File: config.mk
export PLATFORM = sky130hd
export DESIGN_NAME = r2sdf_stage
export DESIGN_NICKNAME = d
export VERILOG_FILES = /design/src/rtl/r2sdf_stage.sv
export SDC_FILE = /design/constraint.sdc
export NUM_CORES = 1
export LEC_CHECK = 0
export ABC_AREA = 1
export BUFFER_PORTS_ARGS = -buffer_cell sky130_fd_sc_hd__buf_2
export CAP_MARGIN = 20
export CELL_PAD_IN_SITES_DETAIL_PLACEMENT = 1
export CELL_PAD_IN_SITES_GLOBAL_PLACEMENT = 2
export CORE_MARGIN = 1.5
export CORE_UTILIZATION = 25
export DETAILED_ROUTE_END_ITERATION = 10
export GPL_TIMING_DRIVEN = 0
export PLACE_DENSITY_LB_ADDON = 0.1
export SYNTH_ARGS = -nofsm -noshare
export SYNTH_HDL_FRONTEND = slang
export SYNTH_SLANG_ARGS = --single-unit
File: constraint.sdc
create_clock -name clk -period 1.6 [get_ports clk]
set_input_delay 0.24 -clock clk [delete_from_list [all_inputs] [get_ports clk]]
set_output_delay 0.24 -clock clk [all_outputs]
set_load 0.01 [all_outputs]
File: src/rtl/r2sdf_stage.sv
// Radix-2 single-path delay-feedback butterfly stage driving an external DEPTH-cycle delay line.
// Define R2SDF_SAT_EN for saturating arithmetic with a sticky ovf flag; the default build wraps.
module r2sdf_stage #(
  parameter int DATA_WIDTH = 16,
  parameter int DEPTH      = 4
) (
  input  logic                  clk,
  input  logic                  clr,
  input  logic                  in_valid,
  input  logic [DATA_WIDTH-1:0] in_re,
  input  logic [DATA_WIDTH-1:0] in_im,
  input  logic [DATA_WIDTH-1:0] dly_out_re,
  input  logic [DATA_WIDTH-1:0] dly_out_im,
  output logic [DATA_WIDTH-1:0] dly_in_re,
  output logic [DATA_WIDTH-1:0] dly_in_im,
  output logic                  out_valid,
  output logic                  out_first,
  output logic [DATA_WIDTH-1:0] out_re,
  output logic [DATA_WIDTH-1:0] out_im,
  output logic                  err,
  output logic                  ovf
);

  localparam int CW = (DEPTH > 1) ? $clog2(DEPTH) : 1;
  localparam logic [CW-1:0] LAST = CW'(DEPTH - 1);

  typedef enum logic [1:0] {IDLE, FILL, BFLY, DRAIN} state_t;

  state_t                  state, state_nx;
  logic [CW-1:0]           cnt, cnt_nx;
  logic                    pending, pending_nx;
  logic                    valid_nx, first_nx, err_nx;
  logic [DATA_WIDTH-1:0]   res_re, res_im;

  logic signed [DATA_WIDTH:0] sum_re, sum_im, dif_re, dif_im;
  logic [DATA_WIDTH-1:0]      sum_re_r, sum_im_r, dif_re_r, dif_im_r;

  assign sum_re = (DATA_WIDTH+1)'($signed(dly_out_re)) + (DATA_WIDTH+1)'($signed(in_re));
  assign sum_im = (DATA_WIDTH+1)'($signed(dly_out_im)) + (DATA_WIDTH+1)'($signed(in_im));
  assign dif_re = (DATA_WIDTH+1)'($signed(dly_out_re)) - (DATA_WIDTH+1)'($signed(in_re));
  assign dif_im = (DATA_WIDTH+1)'($signed(dly_out_im)) - (DATA_WIDTH+1)'($signed(in_im));

`ifdef R2SDF_SAT_EN
  function automatic logic [DATA_WIDTH-1:0] sat(input logic signed [DATA_WIDTH:0] v);
    if (v[DATA_WIDTH] != v[DATA_WIDTH-1])
      return v[DATA_WIDTH] ? {1'b1, {(DATA_WIDTH-1){1'b0}}} : {1'b0, {(DATA_WIDTH-1){1'b1}}};
    return v[DATA_WIDTH-1:0];
  endfunction

  function automatic logic out_of_range(input logic signed [DATA_WIDTH:0] v);
    return v[DATA_WIDTH] ^ v[DATA_WIDTH-1];
  endfunction

  logic sat_hit;

  assign sum_re_r = sat(sum_re);
  assign sum_im_r = sat(sum_im);
  assign dif_re_r = sat(dif_re);
  assign dif_im_r = sat(dif_im);
  assign sat_hit  = (state == BFLY) && in_valid &&
                    (out_of_range(sum_re) || out_of_range(sum_im) ||
                     out_of_range(dif_re) || out_of_range(dif_im));

  always_ff @(posedge clk) begin
    if (clr)          ovf <= 1'b0;
    else if (sat_hit) ovf <= 1'b1;
  end
`else
  logic unused_msbs;

  assign sum_re_r    = sum_re[DATA_WIDTH-1:0];
  assign sum_im_r    = sum_im[DATA_WIDTH-1:0];
  assign dif_re_r    = dif_re[DATA_WIDTH-1:0];
  assign dif_im_r    = dif_im[DATA_WIDTH-1:0];
  assign unused_msbs = ^{sum_re[DATA_WIDTH], sum_im[DATA_WIDTH],
                         dif_re[DATA_WIDTH], dif_im[DATA_WIDTH]};
  assign ovf         = 1'b0;
`endif

  // After BFLY the FSM always lands in FILL with differences pending; if no new
  // frame arrives on that first cycle it behaves as the first DRAIN cycle instead.
  always_comb begin
    state_nx   = state;
    cnt_nx     = cnt;
    pending_nx = pending;
    valid_nx   = 1'b0;
    first_nx   = 1'b0;
    err_nx     = 1'b0;
    dly_in_re  = '0;
    dly_in_im  = '0;
    res_re     = dly_out_re;
    res_im     = dly_out_im;
    case (state)
      IDLE: begin
        if (in_valid) begin
          dly_in_re  = in_re;
          dly_in_im  = in_im;
          state_nx   = FILL;
          cnt_nx     = cnt + CW'(1);
          pending_nx = 1'b0;
        end
      end
      FILL: begin
        if (in_valid) begin
          dly_in_re = in_re;
          dly_in_im = in_im;
          valid_nx  = pending;
          cnt_nx    = cnt + CW'(1);
          if (cnt == LAST) begin
            state_nx   = BFLY;
            pending_nx = 1'b0;
          end
        end else if (pending && cnt == '0) begin
          valid_nx   = 1'b1;
          state_nx   = DRAIN;
          cnt_nx     = cnt + CW'(1);
          pending_nx = 1'b0;
        end else begin
          err_nx     = 1'b1;
          state_nx   = IDLE;
          cnt_nx     = '0;
          pending_nx = 1'b0;
        end
      end
      BFLY: begin
        if (in_valid) begin
          dly_in_re = dif_re_r;
          dly_in_im = dif_im_r;
          res_re    = sum_re_r;
          res_im    = sum_im_r;
          valid_nx  = 1'b1;
          first_nx  = (cnt == '0);
          cnt_nx    = cnt + CW'(1);
          if (cnt == LAST) begin
            state_nx   = FILL;
            pending_nx = 1'b1;
          end
        end else begin
          err_nx     = 1'b1;
          state_nx   = IDLE;
          cnt_nx     = '0;
          pending_nx = 1'b0;
        end
      end
      DRAIN: begin
        valid_nx = 1'b1;
        err_nx   = in_valid;
        cnt_nx   = cnt + CW'(1);
        if (cnt == LAST) state_nx = IDLE;
      end
      default: begin
        state_nx = IDLE;
        cnt_nx   = '0;
      end
    endcase
  end

  always_ff @(posedge clk) begin
    if (clr) begin
      state     <= IDLE;
      cnt       <= '0;
      pending   <= 1'b0;
      out_valid <= 1'b0;
      out_first <= 1'b0;
      err       <= 1'b0;
      out_re    <= '0;
      out_im    <= '0;
    end else begin
      state     <= state_nx;
      cnt       <= cnt_nx;
      pending   <= pending_nx;
      out_valid <= valid_nx;
      out_first <= first_nx;
      err       <= err_nx;
      out_re    <= res_re;
      out_im    <= res_im;
    end
  end

endmodule

## Word level (Yosys, flattened, before mapping)

Cells that the tools add are included.

- Register bits: 40
- Input port bits: 67
- Output and inout bits: 68
- Logic and storage cells: 68

- Add/subtract/negate cells: 5
- Equal/unequal tests: 8
- Multiplexer cells: 37
- Bitwise operators: 2
- Reduce and logical (&&, ||, !) cells: 8

Operator list:

| operator | number |
|---|---|
| $mux 16 | 8 |
| $pmux 16 s2 | 2 |
| $add 16x16->16 | 2 |
| $sub 16x16->16 | 2 |
| $mux 2 | 11 |
| $pmux 2 s4 | 2 |
| $mux 1 | 11 |
| $pmux 1 s3 | 3 |
| $reduce_and 4->1 | 2 |
| $eq 2x2->1 const B | 3 |
| $ne 3x3->1 const B | 2 |
| $logic_not 2->1 | 2 |
| $ne 2x2->1 const B | 2 |
| $reduce_bool 3->1 | 1 |
| $reduce_or 3->1 | 1 |
| $add 2x1->2 const B | 1 |
| $eq 2x1->1 const B | 1 |
| $not 1->1 | 2 |
| $reduce_or 2->1 | 1 |
| $logic_and 1x1->1 | 1 |

## Logic depth before layout (Yosys ltp)

Gate-level depths: netlist (run 1).

- Word-level depth: 5
- Depth in mapped cells: 14
- Gate-level depth less buffers: 13

## Worst setup path after synthesis (run 1)

No wires, ideal clock.

- Path kind: input-to-output
- Start point: in dly_out_im[0]
- End point: out dly_in_im[12]
- Arrival: 1.531 ns
- Required time: 1.360 ns
- Path slack: -0.171 ns
- Stages on the path: 10
- Path buffers: 0
- Cell sequence: inv_1 ha_1 fa_1 inv_1 nand3_1 nand3_1 nand3_1 nand4_1 nand3_1 a21oi_1

- Word-level cells in the longest chain between the ends: 3

RTL lines:

| element | line | source |
|---|---|---|
| start: declaration | 13 | `input logic [DATA_WIDTH-1:0] dly_out_im,` |
| $sub 16x16->16 | 41 | `assign dif_im = (DATA_WIDTH+1)'($signed(dly_out_im)) - (DATA_WIDTH+1)'($signed(in_im));` |
| $mux 16 | 126 | `if (in_valid) begin` |
| $pmux 16 s2 | 93 | `case (state)` |
| end: declaration | 15 | `output logic [DATA_WIDTH-1:0] dly_in_im,` |

No other way between the ends.

## Worst setup path in the final report (run 1)

- Start point: reg state[1]
- End point: out dly_in_im[3]

- Word-level cells in the longest chain between the ends: 3
- Elaborated cells on any way between the ends: 5
- Classes of those cells: eq/ne (2); mux (1); reduce/logical (2)

RTL lines:

| element | line | source |
|---|---|---|
| start: declaration | 29 | `state_t state, state_nx;` |
| start signal: assignment | 169 | `state <= state_nx;` |
| $eq 2x1->1 / $logic_not 2->1 (equally long branches) | 93 |  |
| $reduce_or 2->1 (no line) | - |  |
| $pmux 16 s2 * | 93 |  |

Mark *: on every way between the ends. The rest lies on a longest branch, timed or not.

==> metrics, run 1 <==
Tmin final=1.953 ns; synthesized area per cell=5.653 um^2; Overall Global Routing Usage=20.65%; critical path type=register to primary output; final WL=26190 um; RSZ-0062 raised after global routing=yes; H-Tree Depth=2; Core Rows=56; YS warnings=0; antenna violations before repair=0; Slew Limit Fails=0; clk_lat worst skew=0.29 ns; gr ovfl total=0; Initial Util=25.59%; DPL Wire Length=20460 um; Clock Tree Buf Depth=2; PortBufs=133; top-count cell post-synth=nand2_1; Slew HR=58.13%; worst-path fanout max=7; DR WL/cell=16.48 um; vias in the first global route=7383; Post-Syn Area=6043 um^2; share of layout cells above drive strength 1=50.71%; status=finished with violations; internal reg-to-reg setup slack=0.05 ns; CTS tree=yes; PD cells=823.0 nW/um^2; final hold vios=0; Setup crit end kind=primary output; DP Area=7625 um^2; Post-synth top flop=dfxtp_1; max-cap viol count=0; Die ar.=25110 um^2; violated checks=negative setup slack; die width=158.5 um; post-synth top area share=18.70%; worst vdd ir=473.4 uV; Die Y=158.5 um; TNS Setup=-10.34 ns; Mapped Nets=1209; Synth top cells by count=nand2_1 (301), inv_1 (192), nor2_1 (104); EDFF count, synth=0; Area contributors post-synth=nand2_1 (19%), ha_1 (14%), dfxtp_1 (13%); Pre-antenna DRT Iters=4; largest net degree at the start of global routing=14; Sw Pwr=3812 uW; Int Pwr=4388 uW; routed vias=7276; #FFs+latches synth=40; Max Freq=512.0 MHz; Finished Cell Area=9965 um^2; post-synth top area cell=nand2_1; P&R area growth vs syn=64.89%; worst min path class=input pin to register; Final Cycle Share=122.1%; sequential-to-total area share from yosys stat=13.25%; Ports=135; ys async rst share=0%; First DRT Iteration DRCs=179; antenna-violating nets left=0; CTS root buffer=clkbuf_16; Flop pwr share=15.6%; Layout Skew=0.007550 ns; Worst Path Required=1.36 ns; CTS sink cnt=40; nets@finish=1409; PnR worst setup slack=-0.3531 ns; Yosys cell types=38; switching power share of the total=46.49%; core area=23610 um^2; final setup vio count=32; CTS clk-pin slew, worst paths=0.06 ns; Leak Pwr=0.005002 uW; clock power share=14.8%; GP Congestion=0.8538; Critical Path AT=1.71 ns; Combinational Power Share=69.6%; cts bufs inserted=5; first-pass GRT wire length=39730 um; # diodes=0; drc violations=0; Avg Vias per Cell=4.579; Slew @ Worst Pin=0.6281 ns; Mapped Cells=1069; CP startpoint kind=register
## kinds of logic after synthesis
family                   after synthesis  share of synthesized area, %
AO/OA/AOI/OAI                        144                         13.19
XOR/XNOR                              12                         1.739
adder cells (fa/ha/maj)               73                         15.61
buffers and inverters                254                         17.83
flip-flops                            40                         13.25
other                                  1                       0.06205
AND/OR/NAND/NOR                      545                         38.32
## placed cells by master (no fill, tap or decap), types with 31 or more instances in the layout
| cell type | n |
|---|---|
| a21oi_2 | 56 |
| buf_2 | 113 |
| buf_4 | 66 |
| dfxtp_1 | 38 |
| ha_1 | 34 |
| ha_4 | 35 |
| inv_1 | 145 |
| inv_2 | 51 |
| nand2_1 | 199 |
| nand2_2 | 85 |
| nand2_4 | 31 |
| nand3_1 | 41 |
| nand3_2 | 34 |
| nor2_1 | 77 |
## final cells by class
class                   count  area [um^2]
flip-flops and latches     40        808.3
plain buffers              25        275.3
fillers                  3029        13650
multi-input cells         775         5909
well taps                 319        399.1
clock inverters             2        38.79
inverters                 213        870.8
clock buffers               6        138.9
repair buffers            209         1524
## timing repair
action,4_1_cts,5_1_grt
endpoints found under the setup margin,50,59
buffers inserted,41,33
pin swaps,62,121
gates resized for setup,215,253
cloned,3,1
hold buffers,0,0
## per-stage QoR
stage | std cells | hold slack (ns) | worst slack [ns] | total power (uW) | utilization, %
final | 1589 | 0.2280 | -0.3531 | 8200 | 42.20
after global routing | 1589 | 0.2391 | -0.4480 | 8815 | 42.20
after CTS | 1562 | 0.2282 | -0.3784 | 7625 | 37.66
after detailed placement | 1521 | 0.4786 | -0.6962 | 5291 | 32.29
after global placement | 1521 | 0.4714 | -0.6665 | 5258 | 32.29
after floorplan | 1069 | 0.3872 | -0.06545 | 3875 | -
## flip-flops by register name, indices dropped and copies added (netlist names)
signal,flops
out_im,16
out_re,16
cnt,2
state,2
err,1
out_first,1
out_valid,1
pending,1
## layer usage
| metal | vias to the layer above | share of wire, % | GRT usage [%] |
|---|---|---|---|
| li1 | 3717 | - | - |
| met1 | 3467 | 44 | 25.80 |
| met2 | 75 | 53 | 39.30 |
| met3 | 17 | 1.4 | 0.7349 |
| met4 | 0 | 1.2 | 3.827 |
| met5 | - | 0 | 0 |
## power groups by stage
stage                     logic [uW]  registers [uW]  clock network, uW
after floorplan                 2570            1300                  0
after global placement          4000            1260                  0
after detailed placement        4030            1260                  0
after CTS                       5110            1270               1240
after global routing            6240            1300               1280
final                           5710            1280               1220
## path summary, 6_finish.rpt
check | startpoint | to | depth (start not counted)
min | dly_out_re[0] | out_re[0]$_SDFF_PP0_ | 3
max | state[1]$_SDFFE_PP0P_ | dly_in_im[3] | 9
max reg2reg | cnt[0]$_SDFFE_PP0P_ | out_valid$_SDFF_PP0_ | 6
min reg2reg | pending$_SDFFE_PP0P_ | pending$_SDFFE_PP0P_ | 2
## critical path, cell delays in order (launching register included)
cell and delay (ns):
dfxtp_4 0.38, inv_6 0.08, ha_4 0.15, nor2_4 0.05
nor2_4 0.12, buf_12 0.17, buf_12 0.15, nand2_1 0.05
a21oi_1 0.13, buf_2 0.15
Note: power is estimated with default switching activity, not from simulation.
==> inputs of run 2 (changes only) <==
TNS_END_PERCENT = 50   (was unset)
==> metrics, run 2 (same netlist as run 1, synthesis figures left out) <==
Worst R2R Path Depth=6 (unchanged); largest net degree at the start of global routing=15 (+1); Clock Tree Buf Depth=2 (unchanged); Final Cycle Share=125.6% (+3.5 points); DPL Wire Length=20590 um (+0.66%); hold_sp=dly_out_re[0]; Die Y=158.5 um (unchanged); DR WL/cell=16.84 um (+2.2%); CTS root buffer=clkbuf_16; CTS tree=yes; total chip power=8158 uW (-0.51%); switching power share of the total=46.80% (+0.31 points); Reg-to-Reg End=out_valid$_SDFF_PP0_; First DRT Iteration DRCs=223 (+25%); hold depth=3 (unchanged); final hold vios=0 (unchanged); GP Congestion=0.8120 (-4.9%); Core Rows=56 (unchanged); max-cap viol count=0 (unchanged); core area=23610 um^2 (unchanged); met1 usage=25.64% (-0.16 points); final WL=26710 um (+2.0%); nets@finish=1406 (-0.21%); cts bufs inserted=5 (unchanged); clk_lat worst skew=0.29 ns (about the same); H-Tree Depth=2 (unchanged); Worst Hold Path EP=out_re[0]$_SDFF_PP0_; CTS sink cnt=40 (unchanged); Overall Global Routing Usage=21.10% (+0.45 points); worst vdd ir=477.7 uV (+0.91%); Ports=135 (unchanged); Die ar.=25110 um^2 (unchanged); Slew HR=53.24% (-4.9 points); # diodes=0 (unchanged); Setup crit end kind=primary output; violated checks=negative setup slack; Tmin final=2.010 ns (+0.05680 ns); P&R area growth vs syn=59.98%; first-pass GRT wire length=40000 um (+0.68%); RSZ-0062 raised after global routing=yes; Critical Path AT=1.77 ns (+0.06 ns); share of layout cells above drive strength 1=46.65% (-4.1 points); gr ovfl total=0 (unchanged); Pre-antenna DRT Iters=4 (unchanged); worst min path class=input pin to register; Max Freq=497.5 MHz (-2.8%); Initial Util=25.59% (unchanged); internal reg-to-reg setup slack=0 ns (-0.05 ns); reg-to-reg startpoint=cnt[0]$_SDFFE_PP0P_; antenna-violating nets left=0 (unchanged); Leak Pwr=0.004996 uW (-0.12%); most frequent cells in the layout=nand2_1 (200), inv_1 (153), buf_2 (111), nor2_1 (88), buf_4 (80); most common cell after layout, fill and taps aside=nand2_1; vias in the first global route=7340 (-0.58%); Worst Path Required=1.36 ns (about the same); clock power share=14.9% (about the same); Layout Skew=0.008620 ns (+0.001070 ns); critical path type=register to primary output; status=finished with violations; PnR worst setup slack=-0.4099 ns (-0.05680 ns); CP startpoint kind=register; drc violations=0 (unchanged); routed vias=7215 (-0.84%); die width=158.5 um (unchanged); pre-CTS setup slack=-0.6206 ns (+0.07565 ns); PortBufs=133 (unchanged); Combinational Power Share=69.6% (about the same); CTS clk-pin slew, worst paths=0.07 ns (about the same); Sw Pwr=3818 uW (+0.16%); final setup vio count=35 (+9.4%); antenna violations before repair=0 (unchanged); busiest grt layer=met2; Slew Limit Fails=0 (unchanged); PD cells=843.8 nW/um^2 (+2.5%); Int Pwr=4340 uW (-1.1%); worst-path fanout max=6 (-1); Avg Vias per Cell=4.549 (-0.65%); Slew @ Worst Pin=0.7014 ns (+0.07329 ns); grt met2 use=41.55% (+2.2 points); Largest regs=out_im x16, out_re x16; Flop pwr share=15.5% (about the same); GRT met3 Usage=0.7349% (unchanged)
## run 2: timing repair
action / in CTS / in global routing
pin swaps: 63 / 94
setup buffers: 39 / 30
setup endpoints to repair: 54 / 60
hold buffers: 0 / 0
gates cloned: 3 / 2
resized for setup: 190 / 212
## run 2: worst max-delay path, stage by stage (launching register included)
cell     delay, ns
dfxtp_4       0.36
inv_4         0.08
ha_4          0.17
nand2_8       0.06
buf_8         0.14
buf_12        0.14
buf_12        0.14
nor2_4        0.07
nand2_2       0.07
a21oi_2       0.10
buf_2         0.13
## run 2: per-layer routing
layer	wire length (um)	vias to the layer above
li1	-	3689
met5	0	-
met4	216	0
met3	377	13
met1	11710	3438
met2	14400	75
## run 2: power by group through the flow
stage               combinational, uW  sequential, uW  clock, uW
global placement                 3980            1260          0
floorplan                        2550            1300          0
finish                           5680            1270       1210
detailed placement               4010            1260          0
global route                     6220            1280       1290
CTS                              5170            1270       1260
## run 2: worst max path at each step
stage | startpoint | end | slack, ns | depth (start not counted)
floorplan | dly_out_im[0] | dly_in_im[14] | -0.07 | 10
global placement | dly_out_im[0] | dly_in_im[14] | -0.62 | 12
detailed placement | dly_out_im[0] | dly_in_im[14] | -0.62 | 12
CTS | state[1]$_SDFFE_PP0P_ | dly_in_re[12] | -0.41 | 10
global route | dly_out_re[0] | dly_in_re[12] | -0.49 | 12
finish | state[0]$_SDFFE_PP0P_ | dly_in_re[8] | -0.41 | 10
## run 2: layout make-up
class	count	area [um^2]
Clock buffer	5	125.1
Inverter	213	859.6
Multi-Input combinational cell	775	5709
Buffer	26	270.3
Sequential cell	40	808.3
Tap cell	319	399.1
Timing Repair Buffer	205	1450
Fill cell	3021	13940
Clock inverter	3	46.29
## run 2: per-stage QoR
| step | utilization (%) | instance area, um^2 | hold WS, ns | instances | TNS (ns) |
|---|---|---|---|---|---|
| final | 40.94 | 9668 | 0.2139 | 1586 | -10.69 |
| after floorplan | - | 6550 | 0.3872 | 1069 | -0.3057 |
| after global placement | 32.25 | 7615 | 0.4746 | 1521 | -23.53 |
| after detailed placement | 32.25 | 7615 | 0.4858 | 1521 | -23.54 |
| after global routing | 40.94 | 9668 | 0.2287 | 1586 | -14.44 |
| after CTS | 37.17 | 8777 | 0.2175 | 1562 | -11.71 |
==> inputs of run 3 (changes only) <==
RECOVER_POWER = 100   (was unset)
==> metrics, run 3 (same netlist as run 1, synthesis figures left out) <==
CTS hold repair buffers=0 (unchanged); # diodes=0 (unchanged); reg-to-reg startpoint=state[0]$_SDFFE_PP0P_; Core Rows=56 (unchanged); Clock Tree Buf Depth=2 (unchanged); worst hold margin=0.2146 ns (+0.0006570 ns); Critical Path AT=1.77 ns (about the same); Max Freq=497.3 MHz (about the same); Slew Limit Fails=0 (unchanged); largest net degree at the start of global routing=15 (unchanged); Largest regs=out_im x16, out_re x16; PD cells=845.0 nW/um^2 (+0.14%); Finished Cell Area=9620 um^2 (-0.49%); CTS root buffer=clkbuf_16; DR WL/cell=16.82 um (about the same); most common cell after layout, fill and taps aside=nand2_1; Die Y=158.5 um (unchanged); CTS tree=yes; P&R area growth vs syn=59.19%; vias in the first global route=7340 (unchanged); worst path bufs/invs=5 (unchanged); gr ovfl total=0 (unchanged); worst min path class=input pin to register; Worst Path Required=1.36 ns (about the same); status=finished with violations; crit-path max cell delay=0.36 ns (about the same); crit path max-delay cell type=dfxtp_4; Avg Vias per Cell=4.547 (about the same); drc violations=0 (unchanged); Die ar.=25110 um^2 (unchanged); Initial Util=25.59% (unchanged); fill count=3027 (+0.20%); Slew @ Worst Pin=0.7040 ns (+0.002647 ns); share of layout cells above drive strength 1=43.80% (-2.8 points); H-Tree Depth=2 (unchanged); cts bufs inserted=5 (unchanged); CP startpoint kind=register; Overall Global Routing Usage=21.10% (unchanged); Finished Core Util=40.74% (-0.20 points); nets@finish=1406 (unchanged); Ports=135 (unchanged); final setup vio count=36 (+2.9%); max-cap viol count=0 (unchanged); routed vias=7211 (-0.055%); First DRT Iteration DRCs=218 (-2.2%); Layout Skew=0.008920 ns (+0.0002996 ns); Tmin final=2.011 ns (+0.0009660 ns); clk_lat worst skew=0.29 ns (about the same); final WL=26680 um (about the same); DPL Wire Length=20590 um (unchanged); PortBufs=133 (unchanged); antenna-violating nets left=0 (unchanged); antenna violations before repair=0 (unchanged); CP cell instances=inv_4 -> ha_4 -> nand2_8 -> buf_8 -> buf_12 -> buf_12 -> nor2_4 -> nand2_2 -> a21oi_2 -> buf_2; Non-Filler Instances=1586 (unchanged); PnR worst setup slack=-0.4109 ns (-0.0009660 ns); CTS clk-pin slew, worst paths=0.07 ns (about the same); Leak Pwr=0.004867 uW (-2.6%); DP Area=7615 um^2 (unchanged); core area=23610 um^2 (unchanged); violated checks=negative setup slack; Final Cycle Share=125.7% (about the same); RSZ-0062 raised after global routing=yes; cell repeated most along the worst path=buf_12; critical path type=register to primary output; Slew HR=53.07% (-0.18 points); hold_sp=dly_out_re[0]; first-pass GRT wire length=40000 um (unchanged); cell family with most CP delay=buffers and inverters; final hold vios=0 (unchanged); CTS sink cnt=40 (unchanged); Pre-antenna DRT Iters=4 (unchanged); pre-CTS setup slack=-0.6206 ns (unchanged); worst vdd ir=477.7 uV (about the same); die width=158.5 um (unchanged); worst-path fanout max=6 (unchanged); Setup crit end kind=primary output; CP startpoint=state[0]$_SDFFE_PP0P_; GP Congestion=0.8120 (unchanged); most frequent cells in the layout=nand2_1 (200), inv_1 (153), nor2_1 (88), buf_4 (80), buf_2 (74); Placed Cells incl. Taps=1521 (unchanged)
## run 3: stage by stage
step / power, uW / TNS (ns)
floorplan: 3859 / -0.3057
global placement: 5236 / -23.53
detailed placement: 5268 / -23.54
CTS: 7692 / -11.71
global route: 8767 / -14.79
finish: 8129 / -10.73
## run 3: tightest hold or removal path: stages
cell and delay, ns:
buf_12 0.11, nand2_1 0.06, a21oi_1 0.05
## run 3: report_power, final
part | total [uW] | leakage (uW) | switching (uW) | internal (uW)
Sequential | 1270 | 0.000334 | 99.0 | 1170
Clock | 1210 | 0.0000804 | 470 | 743
Combinational | 5650 | 0.00445 | 3250 | 2390
Total | 8130 | 0.00487 | 3820 | 4310
## run 3: per-layer routing
metal	vias up	part of all wire [%]	GRT usage, %
li1	3690	-	-
met1	3433	44	25.64
met2	75	54	41.55
met3	13	1.5	0.7349
met4	0	0.82	2.893
met5	-	0	0
## run 3: layout make-up
cell class | count | area [um^2] | area share (%)
Multi-Input combinational cell | 775 | 5709 | 59.34
Clock buffer | 5 | 125.1 | 1.301
Clock inverter | 3 | 46.29 | 0.4812
Timing Repair Buffer | 205 | 1405 | 14.61
Buffer | 26 | 267.8 | 2.783
Sequential cell | 40 | 808.3 | 8.402
Inverter | 213 | 859.6 | 8.935
Tap cell | 319 | 399.1 | 4.149
## run 3: final timing paths
path / endpoint / slack, ns / depth (start not counted)
worst max-delay path: dly_in_re[8] / -0.41 / 10
worst min-delay path: out_re[0]$_SDFF_PP0_ / 0.21 / 3
worst max register to register: out_re[10]$_SDFF_PP0_ / -0.05 / 7
worst min register to register: cnt[1]$_SDFFE_PP0P_ / 0.50 / 2
## run 3: timing repair
item                                    in CTS  in global routing
setup buffers                               39                 30
pin swaps                                   63                 94
cloned                                       3                  2
endpoints found under the setup margin      54                 60
gates resized for setup                    190                212
